==> src/rtl/apb4_mst_pkg.sv <==
// Shared types and constants for the APB4 master bridge.
package apb4_mst_pkg;

  typedef enum logic [1:0] {
    IDLE   = 2'd0,
    SETUP  = 2'd1,
    ACCESS = 2'd2,
    RESP   = 2'd3
  } state_e;

  localparam logic [2:0] PPROT_DEFAULT = 3'b000;

endpackage

==> src/rtl/apb4_mst_tmo.sv <==
// Saturating ACCESS-phase timeout counter; o_tc flags the last allowed wait cycle.
module apb4_mst_tmo #(
  parameter int TIMEOUT = 16,
  parameter int CW      = (TIMEOUT > 0) ? $clog2(TIMEOUT + 1) : 1
) (
  input  logic          i_clk,
  input  logic          i_rst_n,
  input  logic          i_clear,
  input  logic          i_load,
  input  logic [CW-1:0] i_load_val,
  input  logic          i_enable,
  output logic          o_tc
);

  localparam logic [CW-1:0] TC_VAL  = CW'((TIMEOUT > 0) ? TIMEOUT - 1 : 0);
  localparam logic [CW-1:0] SAT_VAL = {CW{1'b1}};

  logic [CW-1:0] r_cnt;

  always_ff @(posedge i_clk or negedge i_rst_n) begin
    if (!i_rst_n)                          r_cnt <= '0;
    else if (i_clear)                      r_cnt <= '0;
    else if (i_load)                       r_cnt <= i_load_val;
    else if (i_enable && r_cnt != SAT_VAL) r_cnt <= r_cnt + 1'b1;
  end

  // TIMEOUT of zero never terminates, so the bridge waits forever.
  assign o_tc = (TIMEOUT != 0) && (r_cnt == TC_VAL);

endmodule

==> src/rtl/dffer.sv <==
// Common register primitive: async active-low reset with load enable.
module dffer #(
  parameter int               WIDTH   = 1,
  parameter logic [WIDTH-1:0] RST_VAL = '0
) (
  input  logic             i_clk,
  input  logic             i_rst_n,
  input  logic             i_en,
  input  logic [WIDTH-1:0] i_d,
  output logic [WIDTH-1:0] o_q
);

  always_ff @(posedge i_clk or negedge i_rst_n) begin
    if (!i_rst_n)  o_q <= RST_VAL;
    else if (i_en) o_q <= i_d;
  end

endmodule

==> src/rtl/apb4_master_bridge.sv <==
// APB4 initiator: single requests from a valid/ready channel become SETUP/ACCESS transfers,
// with the result returned on a held valid/ready response channel.
module apb4_master_bridge
  import apb4_mst_pkg::*;
#(
  parameter int ADDR_WIDTH = 32,
  parameter int DATA_WIDTH = 32,
  parameter int TIMEOUT    = 16
) (
  input  logic                    clk_i,
  input  logic                    rst_n_i,
  input  logic                    req_valid_i,
  output logic                    req_ready_o,
  input  logic                    req_write_i,
  input  logic [ADDR_WIDTH-1:0]   req_addr_i,
  input  logic [DATA_WIDTH-1:0]   req_wdata_i,
  input  logic [DATA_WIDTH/8-1:0] req_strb_i,
  input  logic [2:0]              req_prot_i,
  output logic                    rsp_valid_o,
  input  logic                    rsp_ready_i,
  output logic [DATA_WIDTH-1:0]   rsp_rdata_o,
  output logic                    rsp_err_o,
  output logic                    psel_o,
  output logic                    penable_o,
  output logic                    pwrite_o,
  output logic [ADDR_WIDTH-1:0]   paddr_o,
  output logic [DATA_WIDTH-1:0]   pwdata_o,
  output logic [DATA_WIDTH/8-1:0] pstrb_o,
  output logic [2:0]              pprot_o,
  input  logic [DATA_WIDTH-1:0]   prdata_i,
  input  logic                    pready_i,
  input  logic                    pslverr_i
);

  localparam int STRB_WIDTH = DATA_WIDTH / 8;
  localparam int REQ_WIDTH  = 1 + ADDR_WIDTH + DATA_WIDTH + STRB_WIDTH + 3;
  localparam logic [REQ_WIDTH-1:0] REQ_RST = {{(REQ_WIDTH - 3){1'b0}}, PPROT_DEFAULT};

  state_e                r_state;
  state_e                w_next;
  logic                  w_accept;
  logic                  w_done;
  logic                  w_tmo_tc;
  logic [REQ_WIDTH-1:0]  w_req_d;
  logic [REQ_WIDTH-1:0]  w_req_q;
  logic [DATA_WIDTH:0]   w_rsp_d;
  logic [DATA_WIDTH:0]   w_rsp_q;

  assign w_accept = (r_state == IDLE) && req_valid_i;
  assign w_done   = (r_state == ACCESS) && (pready_i || w_tmo_tc);

  always_ff @(posedge clk_i or negedge rst_n_i) begin
    if (!rst_n_i) r_state <= IDLE;
    else          r_state <= w_next;
  end

  always_comb begin
    w_next = r_state;
    unique case (r_state)
      IDLE:    if (req_valid_i) w_next = SETUP;
      SETUP:   w_next = ACCESS;
      ACCESS:  if (pready_i || w_tmo_tc) w_next = RESP;
      RESP:    if (rsp_ready_i) w_next = IDLE;
      default: w_next = IDLE;
    endcase
  end

  // Handshake and APB control decode only the state register, never the live inputs.
  always_comb begin
    req_ready_o = 1'b0;
    psel_o      = 1'b0;
    penable_o   = 1'b0;
    rsp_valid_o = 1'b0;
    unique case (r_state)
      IDLE:    req_ready_o = 1'b1;
      SETUP:   psel_o      = 1'b1;
      ACCESS:  begin
        psel_o    = 1'b1;
        penable_o = 1'b1;
      end
      RESP:    rsp_valid_o = 1'b1;
      default: req_ready_o = 1'b0;
    endcase
  end

  // Reads never drive byte strobes onto the bus.
  assign w_req_d = {req_write_i, req_addr_i, req_wdata_i,
                    req_write_i ? req_strb_i : {STRB_WIDTH{1'b0}}, req_prot_i};

  dffer #(.WIDTH(REQ_WIDTH), .RST_VAL(REQ_RST)) u_req_reg (
    .i_clk   (clk_i),
    .i_rst_n (rst_n_i),
    .i_en    (w_accept),
    .i_d     (w_req_d),
    .o_q     (w_req_q)
  );

  assign {pwrite_o, paddr_o, pwdata_o, pstrb_o, pprot_o} = w_req_q;

  // A completing slave wins over the timeout; aborts and writes return zero data.
  assign w_rsp_d = pready_i ?
                   {pslverr_i, (pwrite_o || pslverr_i) ? {DATA_WIDTH{1'b0}} : prdata_i} :
                   {1'b1, {DATA_WIDTH{1'b0}}};

  dffer #(.WIDTH(DATA_WIDTH + 1), .RST_VAL('0)) u_rsp_reg (
    .i_clk   (clk_i),
    .i_rst_n (rst_n_i),
    .i_en    (w_done),
    .i_d     (w_rsp_d),
    .o_q     (w_rsp_q)
  );

  assign {rsp_err_o, rsp_rdata_o} = w_rsp_q;

  apb4_mst_tmo #(.TIMEOUT(TIMEOUT)) u_tmo (
    .i_clk      (clk_i),
    .i_rst_n    (rst_n_i),
    .i_clear    (w_accept),
    .i_load     (1'b0),
    .i_load_val ('0),
    .i_enable   ((r_state == ACCESS) && !pready_i),
    .o_tc       (w_tmo_tc)
  );

endmodule
==> config.mk <==
export PLATFORM = sky130hd
export DESIGN_NAME = apb4_master_bridge
export DESIGN_NICKNAME = d
export VERILOG_FILES = /design/src/rtl/apb4_mst_pkg.sv /design/src/rtl/apb4_mst_tmo.sv /design/src/rtl/dffer.sv /design/src/rtl/apb4_master_bridge.sv
export SDC_FILE = /design/constraint.sdc
export NUM_CORES = 1
export LEC_CHECK = 0
export ABC_AREA = 1
export ABC_CLOCK_PERIOD_IN_PS = 1700
export CORE_AREA = 3 3 110 112
export DETAILED_ROUTE_END_ITERATION = 7
export DIE_AREA = 0 0 113 115
export GPL_TIMING_DRIVEN = 0
export PLACE_DENSITY = 0.81
export SLEW_MARGIN = 30
export SYNTH_ARGS = -nofsm -noshare
export SYNTH_HDL_FRONTEND = slang
export SYNTH_SLANG_ARGS = --single-unit
==> constraint.sdc <==
create_clock -name clk_i -period 1.7 [get_ports clk_i]
set_clock_uncertainty 0.05 [all_clocks]
set_input_delay 0.255 -clock clk_i [delete_from_list [all_inputs] [get_ports clk_i]]
set_output_delay 0.255 -clock clk_i [all_outputs]
set_load 0.02 [all_outputs]
Yosys cells after proc, flatten, opt, wreduce, memory -nomap -nowiden
Cells that the tools add are included.
- register bits: 112
- input bits: 110
- output and inout port bits: 109
- word-level logic and storage cells: 37
- add/sub/neg operators: 1
- eq/ne operators: 8
- muxes and demuxes: 13
- reductions and logical operators: 11
- operators by type and width (operator ; number):
    33-bit 2-to-1 mux ; 1
    32-bit 2-to-1 mux ; 1
    5-bit 2-to-1 mux ; 2
    2-bit one-hot mux with 4 select lines ; 1
    2-bit 2-to-1 mux ; 3
    2-bit != test, second input constant ; 3
    5-bit by 1-bit adder with 5-bit output, second input constant ; 1
    5-bit by 4-bit equality test with 1-bit output, second input constant ; 1
    5-bit != test, second input constant ; 1
    2-bit equality test, second input constant ; 2
    1-bit logical AND ; 4
    1-bit 2-to-1 mux ; 4
    4-bit 2-to-1 mux ; 1
    3-bit AND reduction ; 1
    2-bit by 1-bit equality test with 1-bit output, second input constant ; 1
    2-bit zero test ; 1
    1-bit logical OR ; 2
    2-bit nonzero test ; 1
    2-bit OR reduction ; 1
    1-bit zero test ; 1

Longest topological paths before layout
- depth after elaboration: 5
- mapped depth: 9
- mapped depth without buffers: 9

Hierarchy
A second synthesis with hierarchy kept.
- cells, all modules: 605
- area total of the unflattened synthesis: 4953.5 µm²
- by module, submodules not included (module ; instances ; cells each ; area each (µm²)):
    dffer (u_req_reg) ; 1 ; 304 ; 2748.9
    dffer (u_rsp_reg) ; 1 ; 140 ; 1305.0
    apb4_master_bridge ; 1 ; 108 ; 540.5
    apb4_mst_tmo ; 1 ; 53 ; 359.1

Worst setup path before layout
Ideal clock, no wire load.
- path type: reg-to-reg
- start: register u_tmo.r_cnt[0]
- end: register u_rsp_reg.o_q[23]
- setup time: 0.074 ns
- arrival: 1.458 ns
- required time: 1.576 ns
- slack: 0.118 ns
- cell stages (with the launch flop): 8
- buffers on the path: 1
- period minus slack after synthesis: 1.582 ns
- cells stage by stage: dfrtp_1 ha_1 and3_1 ha_1 o21ai_2 buf_6 nand2_1 o21ai_2
- longest elaborated chain between the ends: 3
- ends and longest elaborated chain (what ; RTL line ; RTL):
    start, declared ; apb4_mst_tmo.sv:18 ; logic [CW-1:0] r_cnt;
    start signal, assigned ; apb4_mst_tmo.sv:23 ; else if (i_load) r_cnt <= i_load_val;
    start signal, assigned ; apb4_mst_tmo.sv:24 ; else if (i_enable && r_cnt != SAT_VAL) r_cnt <= r_cnt + 1'b1;
    5-bit by 4-bit equality test with 1-bit output ; apb4_mst_tmo.sv:28 ; assign o_tc = (TIMEOUT != 0) && (r_cnt == TC_VAL);
    1-bit logical OR ; apb4_master_bridge.sv:50 ; assign w_done = (r_state == ACCESS) && (pready_i || w_tmo_tc);
    1-bit logical AND ; apb4_master_bridge.sv:50 ;
    end signal, assigned ; dffer.sv:15 ; else if (i_en) o_q <= i_d;
    end, declared ; dffer.sv:10 ; output logic [WIDTH-1:0] o_q
No other way between the ends.
A chain may end at the register's enable or synchronous reset.

Worst setup path in the final report
- start: register u_tmo.r_cnt[1]
- end: register u_rsp_reg.o_q[12]
The elaborated chain is that of the path after synthesis.

==> reports/results.ini <==
[power]
seqPwrFrac_pct=34.0
p_comb_share_pct=49.8
power.total_mw=12.7
powerDensity_nw_per_um2=1710
ir_drop_mv=1.01
clkPwrFrac_pct=16.2
power.switching_mw=5.00
p_leak_nw=3.56
intPower_mw=7.68
p_sw_share_pct=39.5

[global_routing]
antenna_found_initial=0
grt_pass1_wl_mm=20.9
grt-ovfl-total=0
grt_usage_pct=20.0
first_global_vias=4263
grt_max_degree=69

[place]
gp_congestion=0.842
port-buffer-count=218
pre_cts_ws_ns=-0.145
hpwl_mm=9.73
post-place-cells=867

[yosys]
synth_most_common_cell=nand2_1
synthFlopType=dfrtp_1
synth.top_cells.by_area=dfrtp_1, nand2_1, o21ai_2
synth_edf_count=0
ys_seq_area_share_pct=61.0
synth.avg_cell_area_um2=9.10
ys_ff_latch=112
synth_area_um2=4590
syn-num-nets=622
netlist.area_leader.share_pct=61.0
syn_inst=505
ys_async_sr_fraction_pct=100
synth_largest_area_cell=dfrtp_1
synth_top_cells_by_count=nand2_1, dfrtp_1, o21ai_2, o21ai_0, buf_2
synthDistinctLibCells=18
ys.warnings.count=0

[routing]
drt_wl_total_mm=13.1
wl_per_cell_um=14.8
vias=4170
ant_nets=0
via_per_inst=4.69
drc=0
dr.pass1.iters=4
dr.first_iter.drc_count=291

[hold_path]
hold_path_class=in2async

[sta]
finalHoldViolCount=0
worst_pin_slew_ns=0.465
setup_tns_ns=0
setup_viol=0
finalMaxSlewViolations=0
max_slew_margin_pct=69.0
max_freq_mhz=604
min_period_ns=1.66
rsz0062_at_grt=yes
whs_ns=0.369
fin_ws_ns=0.0439
fin_crit_sh_pct=97.4

[finish]
final_cells=889
area_growth_pct=61.3
fillers=916
drive_above_1_share_pct=12.7
n_antenna_cell=0
fin_nets=859

[die]
die_area_um2=13000
die_h_um=115
initial_core_util_pct=40.6
die_w_um=113
ioPinCount=219
num_rows=39
design.core.area_um2=11300

[clocking]
cts_buffer_depth=2
cts-buffers-inserted=9
cts_tree=built
clkTransAtPathRegs_ns=0.07
clkSinkCount=112
clk-insertion-delay-late_ns=0.33
cts.root.buffer_cell=clkbuf_16
htree_levels=3

[setup_path]
crit_fanout=5
worstSetupStartpointType=flip-flop
cp.arrival_ns=1.87
r2r_start=u_tmo.r_cnt[1]
reg2reg_slack_ns=0.04
critPathKind=reg2reg
reg2regPathDepth=8
worstSetupEndpointType=flip-flop
crit_required_ns=1.92
rr_endpoint=u_rsp_reg.o_q[12]

[job]
cap_violations=0

[run_status]
status=completed

-- per-stage QoR --
| stage | instance area (um2) | utilization [%] |
|---|---|---|
| global placement | 6950 | 61.4 |
| CTS | 7280 | 64.3 |
| detailed placement | 6980 | 61.7 |
| floorplan | 4590 | - |
| global route | 7410 | 65.4 |
| finish | 7410 | 65.4 |
-- worst max-delay path: stages, from the launching register on --
cell and delay [ns]:
dfrtp_1 0.40, ha_2 0.20, and3_4 0.16, ha_4 0.16
o21ai_4 0.23, buf_6 0.15, buf_6 0.13, nand2_2 0.05
o21ai_2 0.05
-- cell families (layout without fill, tap and decap cells) --
group	count (synthesis)	count (layout)	share of synthesized area, %
buffers and inverters	36	277	4.19
xor gates and xnor gates	1	1	0.191
DFF	112	112	61.0
and+or+nand+nor	305	305	25.4
adders and majority gates	7	7	1.91
AOI/OAI and AO/OA	44	44	7.33
-- flip-flops by register name, indices dropped and copies added (netlist names) --
register / flops
r_state: 2
u_rsp_reg.o_q: 33
u_req_reg.o_q: 72
u_tmo.r_cnt: 5
-- power groups by stage --
| stage | clock, mW | combinational [mW] | sequential, mW |
|---|---|---|---|
| 6_report | 2.06 | 6.32 | 4.31 |
| 5_1_grt | 2.22 | 6.85 | 4.43 |
| 4_1_cts | 2.11 | 6.21 | 4.29 |
| 3_5_place_dp | 0 | 6.22 | 4.32 |
| 3_3_place_gp | 0 | 6.06 | 4.27 |
| 2_1_floorplan | 0 | 1.97 | 5.49 |
-- placed cells by master (no fill, tap or decap) --
cell type        count
ha_2                 2
o21ai_2             30
inv_4                1
buf_2                6
nand2_1            283
ha_4                 2
o21ai_0             11
bufinv_16            1
clkbuf_1             4
a21oi_1              1
buf_16               1
clkinv_2             2
ha_1                 3
clkdlybuf4s50_1    213
buf_4                4
nor2_2               1
buf_6               10
nor2_4               1
clkbuf_2             6
clkbuf_16            9
xor2_1               1
nand2_2              6
clkbuf_4             6
nand3_1              8
inv_6                1
inv_1                8
and3_4               1
dlygate4sd3_1        1
o21ai_1              1
o21ai_4              1
nor2_1               5
dlygate4sd2_1        1
inv_2                2
clkinvlp_4           1
dfrtp_2              1
dfrtp_1            111
-- layer usage --
layer | vias to the layer above | global-route usage (%) | part of all wire [%]
met5 | - | 0 | 0
met4 | 0 | 8.01 | 2.4
met3 | 24 | 5.32 | 8.2
met2 | 167 | 33.6 | 49
met1 | 1952 | 24.8 | 41
li1 | 2027 | - | -
-- how the worst max path moves through the flow --
stage,start,endpoint,slack (ns),depth (start not counted)
6_report,u_tmo.r_cnt[1],u_rsp_reg.o_q[12],0.04,8
5_1_grt,u_tmo.r_cnt[1],u_rsp_reg.o_q[12],-0.02,8
3_5_place_dp,r_state[0],penable_o,-0.14,3
4_1_cts,u_tmo.r_cnt[0],u_rsp_reg.o_q[23],-0.08,7
2_1_floorplan,u_tmo.r_cnt[0],u_rsp_reg.o_q[23],0.12,7
3_3_place_gp,rst_n_i,u_req_reg.o_q[68],-3.84,1
-- timing repair --
item,4_1_cts,5_1_grt
hold buffers,1,0
gates resized for setup,12,46
endpoints found under the hold margin,44,0
setup buffers,0,4
endpoints found under the setup margin,34,113
pin swaps,0,2
gates cloned,0,2
-- area by class of cell --
cell class                      instances  area [um2]  area share (%)
Clock inverter                          5        56.3           0.760
Inverter                               11        43.8           0.591
Clock buffer                           10         229            3.09
Sequential cell                       112        2800            37.9
Timing Repair Buffer                  226        2260            30.5
Tap cell                              143         179            2.42
Multi-Input combinational cell        357        1660            22.4
Buffer                                 25         179            2.42
Power figures use the tool's default switching activity.
